===== src/rtl/ready_skid_fifo.sv =====
// ready_skid_fifo
//   DEPTH-entry elastic buffer between a ready/valid source and a ready/valid
//   sink. ready_i, valid_o, dat_o and level_o are all flops, so neither the
//   ready path nor the valid path is combinational through this block.
//   The oldest word lives in the output register. The remaining DEPTH-1
//   words live in a small circular FIFO behind it.
//
// Optional feature macro: READY_SKID_FIFO_STALL_CNT_EN
//   Adds stall_cnt_o, a saturating count of cycles with valid_o && !ready_o.
//
// Ports:
//   clk          clock, rising edge
//   arst         asynchronous active-high reset
//   flush        synchronous clear of all stored words
//   valid_i      source word valid
//   dat_i        source word
//   ready_i      registered; source transfers when valid_i && ready_i
//   valid_o      registered; sink word valid
//   dat_o        registered sink word (oldest stored)
//   ready_o      sink accepts when valid_o && ready_o
//   level_o      registered count of stored words, 0..DEPTH
//   stall_cnt_o  (optional) saturating stall cycle counter

module ready_skid_fifo #(
  parameter int WIDTH = 16,
  parameter int DEPTH = 4,
  parameter int LW    = $clog2(DEPTH + 1)
) (
  input  logic             clk,
  input  logic             arst,
  input  logic             flush,
  input  logic             valid_i,
  input  logic [WIDTH-1:0] dat_i,
  output logic             ready_i,
  output logic             valid_o,
  output logic [WIDTH-1:0] dat_o,
  input  logic             ready_o,
  output logic [LW-1:0]    level_o
`ifdef READY_SKID_FIFO_STALL_CNT_EN
  ,
  output logic [15:0]      stall_cnt_o
`endif
);

  localparam int FD = DEPTH - 1;
  localparam int PW = (FD > 1) ? $clog2(FD) : 1;

  logic [WIDTH-1:0] mem [FD];
  logic [PW-1:0]    rd_ptr;
  logic [PW-1:0]    wr_ptr;

  logic          push;
  logic          pop;
  logic          out_take;
  logic          fifo_empty;
  logic          direct;
  logic          wr_en;
  logic          rd_en;
  logic [LW-1:0] fifo_cnt;
  logic [LW-1:0] level_n;

  function automatic logic [PW-1:0] ptr_inc(input logic [PW-1:0] p);
    if (p == PW'(FD - 1)) return '0;
    else return p + PW'(1);
  endfunction

  assign push       = valid_i && ready_i;
  assign pop        = valid_o && ready_o;
  // The internal FIFO only ever holds words while the output register is
  // full, so its occupancy is the total level minus the output slot.
  assign fifo_cnt   = level_o - {{(LW-1){1'b0}}, valid_o};
  assign fifo_empty = (fifo_cnt == '0);
  assign out_take   = !valid_o || pop;
  assign direct     = out_take && fifo_empty;
  assign rd_en      = out_take && !fifo_empty;
  assign wr_en      = push && !direct && !flush;
  assign level_n    = level_o + {{(LW-1){1'b0}}, push} - {{(LW-1){1'b0}}, pop};

  // Storage array has no reset; its contents are qualified by the pointers.
  always_ff @(posedge clk) begin
    if (wr_en) mem[wr_ptr] <= dat_i;
  end

  always_ff @(posedge clk or posedge arst) begin
    if (arst) begin
      ready_i <= 1'b1;
      valid_o <= 1'b0;
      dat_o   <= '0;
      level_o <= '0;
      rd_ptr  <= '0;
      wr_ptr  <= '0;
    end else if (flush) begin
      // dat_o intentionally keeps its value; valid_o masks it.
      ready_i <= 1'b1;
      valid_o <= 1'b0;
      level_o <= '0;
      rd_ptr  <= '0;
      wr_ptr  <= '0;
    end else begin
      level_o <= level_n;
      // Derived from next level so an asserted ready_i always means space.
      ready_i <= (level_n < LW'(DEPTH));
      if (direct) begin
        valid_o <= push;
        if (push) dat_o <= dat_i;
      end else if (rd_en) begin
        valid_o <= 1'b1;
        dat_o   <= mem[rd_ptr];
        rd_ptr  <= ptr_inc(rd_ptr);
      end
      if (wr_en) wr_ptr <= ptr_inc(wr_ptr);
    end
  end

`ifdef READY_SKID_FIFO_STALL_CNT_EN
  always_ff @(posedge clk or posedge arst) begin
    if (arst) begin
      stall_cnt_o <= '0;
    end else if (flush) begin
      stall_cnt_o <= '0;
    end else if (valid_o && !ready_o && (stall_cnt_o != 16'hFFFF)) begin
      stall_cnt_o <= stall_cnt_o + 16'd1;
    end
  end
`endif

endmodule

===== config.mk =====
export PLATFORM = sky130hd
export DESIGN_NAME = ready_skid_fifo
export DESIGN_NICKNAME = d
export VERILOG_FILES = /design/src/rtl/ready_skid_fifo.sv
export SDC_FILE = /design/constraint.sdc
export NUM_CORES = 1
export LEC_CHECK = 0
export ABC_AREA = 1
export BUFFER_PORTS_ARGS = -buffer_cell sky130_fd_sc_hd__buf_4
export CORE_MARGIN = 10
export CORE_UTILIZATION = 51
export DETAILED_ROUTE_END_ITERATION = 16
export PLACE_DENSITY = 0.75
export SYNTH_ARGS = -nofsm -noshare
export SYNTH_HDL_FRONTEND = slang
export SYNTH_SLANG_ARGS = --single-unit

===== constraint.sdc =====
create_clock -name clk -period 2.6 [get_ports clk]
set_clock_uncertainty 0.05 [all_clocks]
set_input_delay 0.52 -clock clk [delete_from_list [all_inputs] [get_ports clk]]
set_output_delay 0.52 -clock clk [all_outputs]
set_load 0.03 [all_outputs]

==> impl_metrics.csv, run 1 <==
group,metric,value,unit
outcome,status,"finished clean",
worst_setup_path,worst-path-max-fanout,19,
sta,slew_headroom,0.469,
pwr,p_int,2.46,mW
place,routabilityCongestion,0.805,
global_routing,met3_usage,0.0391,
route,num_vias,2243,
sta,clock.fmax,425,MHz
sta,fin_crit_sh,0.905,
floorplan,floorplan.initialDensity,0.530,
worst_setup_path,r2r_start,"valid_o",
flow_run,max_cap_viol_count,0,
logic_synthesis,yosys-top-cells-area,"edfxtp_1 45%, dfrtp_1 19%, nand2_1 17%",
global_routing,grtUsageMet2,0.259,
pwr,irDropWorstVdd,0.000594,V
logic_synthesis,synth-main-ff-cell,"edfxtp_1",
clock_tree,cts_made_buffers,9,
clock_tree,cts_tree,"yes",
worst_setup_path,endpoint_kind,"flop",
pwr,power_frac_seq,0.385,
layout,drive_above_1_share,0.221,
route,first_iter_violations,230,
logic_synthesis,synth_common_cells,"141 x nand2_1, 48 x edfxtp_1, 24 x dfrtp_1",
clock_tree,clockBufferDepth,2,
global_routing,grt_overflow,0,
global_routing,grt_busiest_layer,"met2",
floorplan,core,5990,um2
sta,min_period,2.35,ns
global_routing,grt_pass1_vias,2391,
logic_synthesis,syn_nets,329,
logic_synthesis,synth_seq_cells,73,
logic_synthesis,synth-edff-count,48,
layout,nets,378,
pwr,powerDensity,1150,nW/um2
logic_synthesis,synth_cells,304,
place,post-dp-hpwl,5040,um
sta,tightest_slew,0.796,ns
worst_setup_path,reg2reg_to,"mem[2][1]",
floorplan,chipHeight,98.9,um
floorplan,num_io_pins,42,
pwr,p_leak,1.68,nW
route,via_per_inst,5.18,
logic_synthesis,async_flop_share,0.342,
layout,area_growth,17.5,%
route,wl_per_cell,16.4,um
pwr,swShare,0.425,
route,antenna_left,0,
logic_synthesis,yosysMostFrequentCell,"nand2_1",
layout,n_antenna_cell,0,
worst_setup_path,startpoint_type,"flop",
route,route.detailed.drc,0,
global_routing,antenna_found_initial,0,
sta,setup_violations,0,
route,firstDrtPassIters,4,
clock_tree,ctsRootBufferMaster,"clkbuf_8",
clock_tree,htreeDepth,3,
place,io_buffers,41,
route,finalWirelength,7080,um
clock_tree,postCtsSetupRepairBufs,0,
worst_setup_path,critPathLaunch,"valid_o",
logic_synthesis,yosysWarnings,0,
logic_synthesis,synth_seq_area_share,0.651,
logic_synthesis,yosysTopAreaCellShare,0.454,
logic_synthesis,postSynthAreaPerCell,10.4,um2
logic_synthesis,syn_area,3180,um2
worst_setup_path,crit_type,"reg2reg",
clock_tree,post_cts_resize_count,0,
worst_setup_path,required,2.59,ns
worst_setup_path,worstRegToRegCells,7,
sta,rsz0062_at_grt,"no",
sta,drv_slew,0,
place,place_ws,0.144,ns
pwr,clockPowerShare,0.176,
worst_hold_path,hold_class,"in2async",
clock_tree,clk_latency,0.34,ns
clock_tree,postCtsHoldBufs,0,
global_routing,met1_usage,0.178,
logic_synthesis,synth_top_area_cell,"edfxtp_1",
layout,nFillCells,495,
global_routing,grt_pass1_wl,12000,um
pwr,combPwrFrac,0.439,
sta,setup_tns,0,ns
global_routing,groute.usage.overall,0.152,
worst_setup_path,ff2ff_setup_slack,0.25,ns
pwr,switching_power,1.82,mW
floorplan,die_width,98.9,um
worst_setup_path,cp.arrival,2.35,ns
sta,final_hold_viol_count,0,
clock_tree,clk_pin_slew_worst_paths,0.08,ns
logic_synthesis,ys_types,26,
floorplan,die_area,9790,um2
sta,setup_ws,0.246,ns
clock_tree,cts.sinks,73,
global_routing,grt_max_degree,26,
floorplan,placementRows,28,
-- layout make-up --
class | instances | area (um2) | area share
repair buffers | 48 | 360 | 0.0965
well taps | 75 | 93.8 | 0.0251
inverters | 17 | 66.3 | 0.0178
clock buffers | 9 | 124 | 0.0332
multi-input cells | 204 | 982 | 0.263
flip-flops and latches | 73 | 2070 | 0.554
clock inverters | 7 | 37.5 | 0.0101
-- state kept, by name (all words and copies together), names as in the netlist --
signal / flops
mem: 48
dat_o: 16
level_o: 3
rd_ptr: 2
wr_ptr: 2
ready_i: 1
valid_o: 1
-- stage by stage --
stage	cell area [um2]	util	power, mW	cells	hold WS (ns)
floorplan	3180	-	3.02	304	0.447
global placement	3570	0.595	3.51	417	0.418
detailed placement	3570	0.595	3.55	417	0.419
CTS	3730	0.622	4.31	433	0.186
global route	3730	0.623	4.59	433	0.212
finish	3730	0.623	4.28	433	0.185
-- critical path, cell delays in order (launching register included) --
cell	delay, ns
dfrtp_1	0.44
ha_1	0.33
nand2_2	0.12
nor2_8	0.09
nand3_4	0.07
nand3_1	0.19
nor3_2	0.46
buf_4	0.30
-- power by group through the flow --
stage	Combinational (mW)	Sequential, mW	Clock, mW
6_report	1.88	1.65	0.752
5_1_grt	2.10	1.68	0.807
4_1_cts	1.89	1.65	0.763
3_5_place_dp	1.88	1.68	0
3_3_place_gp	1.84	1.67	0
2_1_floorplan	1.11	1.91	0
-- placed cells by master, fill, tap and decap left out, drive strengths merged --
cell / count
clkinv: 6
fa: 1
o21ai: 2
nand4: 17
nor3: 1
dfstp: 1
or2: 1
inv: 17
buf: 48
edfxtp: 48
dfrtp: 24
a21oi: 3
nand2: 145
clkinvlp: 1
xor2: 1
clkbuf: 9
nand3: 20
ha: 3
nor2: 10
-- metal layers --
layer | part of all wire | vias to the layer above
met5 | 0 | -
met4 | 0.018 | 0
met3 | 0.060 | 13
met2 | 0.50 | 69
met1 | 0.42 | 1055
li1 | - | 1106
-- cells by family after synthesis --
family	count (synthesis)	share of synthesized area
compound gates	5	0.00788
xor+xnor	1	0.00276
fa+ha+maj	4	0.0181
buf+inv	27	0.0429
flops	73	0.651
simple gates	194	0.277
-- worst max path at each step --
stage	end	slack (ns)	depth (start not counted)
detailed placement	mem[0][8]	0.14	7
floorplan	mem[0][0]	0.11	5
finish	mem[2][1]	0.25	7
CTS	mem[0][9]	0.12	7
global route	mem[2][1]	0.10	7
global placement	mem[1][10]	0.24	7
Power figures use the tool's default switching activity.
==> inputs of run 2 (changes only) <==
Settings changed: BUFFER_PORTS_ARGS -buffer_cell sky130_fd_sc_hd__buf_4 to -buffer_cell sky130_fd_sc_hd__clkbuf_2, CORE_MARGIN 10 to not set, PLACE_DENSITY 0.75 to not set, PLACE_DENSITY_LB_ADDON set to 0.3.
==> impl_metrics.csv, run 2 (same netlist as run 1, synthesis figures left out) <==
group,metric,value,unit
pwr,powerDensity,1260,nW/um2
place,routabilityCongestion,0.762,
sta,slew_headroom,0.370,
route,num_vias,2307,
pwr,p_leak,1.72,nW
sta,min_period,2.15,ns
route,dr.max_layer_used,"met4",
worst_setup_path,crit_type,"reg2reg",
layout,largest_register,"mem",
floorplan,die_area,6550,um2
layout,final_common_cell,"nand2_1",
sta,fin_crit_sh,0.827,
floorplan,chipHeight,80.9,um
route,finalWirelength,6840,um
worst_setup_path,startpoint_type,"flop",
route,wl_met3,291,um
worst_setup_path,ff2ff_setup_slack,0.45,ns
outcome,status,"finished clean",
sta,drv_slew,0,
sta,final_hold_viol_count,0,
route,firstDrtPassIters,4,
flow_run,max_cap_viol_count,0,
global_routing,grt_pass1_wl,10900,um
route,antenna_left,0,
route,met2WireLength,3470,um
floorplan,floorplan.initialDensity,0.533,
clock_tree,cts.sinks,73,
floorplan,num_io_pins,42,
clock_tree,postCtsHoldBufs,0,
place,io_buffers,41,
worst_setup_path,reg2reg_to,"mem[2][13]",
floorplan,placementRows,28,
global_routing,grt_overflow,0,
route,via_per_inst,5.30,
floorplan,core,5960,um2
layout,top_regs,"mem (48), dat_o (16), level_o (3)",
worst_setup_path,endpoint_kind,"flop",
layout,area_growth,18.7,%
global_routing,groute.usage.overall,0.235,
worst_hold_path,hold_class,"in2async",
layout,final_cell_mix,"141 x nand2_1, 48 x edfxtp_1, 41 x clkbuf_2",
route,wl_met1,2980,um
sta,hold-worst-slack,0.309,ns
route,wl_per_cell,15.7,um
global_routing,grt_max_degree,26,
worst_setup_path,cp.arrival,2.15,ns
layout,nets,380,
worst_setup_path,worst-path-max-fanout,10,
sta,rsz0062_at_grt,"no",
worst_setup_path,worstRegToRegCells,8,
layout,drive_above_1_share,0.228,
clock_tree,cts_tree,"yes",
pwr,irDropWorstVdd,0.000813,V
global_routing,grt_pass1_vias,2276,
layout,n_antenna_cell,0,
route,first_iter_violations,129,
clock_tree,clk_pin_slew_worst_paths,0.08,ns
worst_setup_path,required,2.60,ns
sta,clock.fmax,465,MHz
route,route.detailed.drc,0,
sta,setup_tns,0,ns
place,post-dp-hpwl,4430,um
clock_tree,clockBufferDepth,2,
sta,setup_violations,0,
floorplan,die_width,80.9,um
clock_tree,post_cts_resize_count,0,
clock_tree,ctsRootBufferMaster,"clkbuf_8",
clock_tree,clk_latency,0.34,ns
clock_tree,postCtsSetupRepairBufs,0,
global_routing,antenna_found_initial,0,
clock_tree,cts_made_buffers,9,
layout,largest_reg_flops,48,
sta,tightest_slew,0.944,ns
worst_setup_path,r2r_start,"level_o[0]",
clock_tree,htreeDepth,3,
## run 2: cell type report
| class | instances | area, um2 |
|---|---|---|
| Clock buffer | 9 | 124 |
| Clock inverter | 7 | 166 |
| Fill cell | 494 | 2180 |
| Inverter | 17 | 66.3 |
| Multi-Input combinational cell | 204 | 977 |
| Sequential cell | 73 | 2070 |
| Tap cell | 75 | 93.8 |
| Timing Repair Buffer | 50 | 277 |
## run 2: per-layer routing
metal | track usage | vias up
met5 | 0 | -
met1 | 0.286 | 1120
li1 | - | 1114
met4 | 0.100 | 0
met3 | 0.0539 | 11
met2 | 0.401 | 62
## run 2: worst max-delay path by stage
stage                       to  depth (start not counted)  startpoint
global route        mem[2][13]                          8  level_o[0]
finish              mem[2][13]                          8  level_o[0]
floorplan            mem[0][0]                          5     valid_o
detailed placement   mem[2][5]                          7  level_o[0]
CTS                 mem[2][13]                          7  level_o[0]
global placement     mem[2][3]                          7  level_o[0]
## run 2: per-stage QoR
stage                      util  cell area [um2]  total power [mW]  cells  worst slack, ns
after CTS                 0.632             3760              4.80    434           0.0813
after floorplan               -             3180              3.02    304            0.114
after global routing      0.633             3770              5.07    435            0.298
after detailed placement  0.583             3470              3.52    418           0.0983
final                     0.633             3770              4.76    435            0.449
after global placement    0.583             3470              3.48    418            0.197
## run 2: power breakdown
part	internal [mW]	switching, mW	total (mW)
Clock	0.833	0.426	1.26
Sequential	1.49	0.152	1.64
Combinational	0.567	1.29	1.86
Total	2.89	1.87	4.76
## run 2: critical path, cell delays in order, from the launching register on
cell     delay [ns]
dfrtp_1        0.38
inv_1          0.06
ha_1           0.28
nand2_2        0.12
nor2_8         0.06
nand3_4        0.05
nand3_1        0.09
nor3_2         0.51
buf_6          0.25
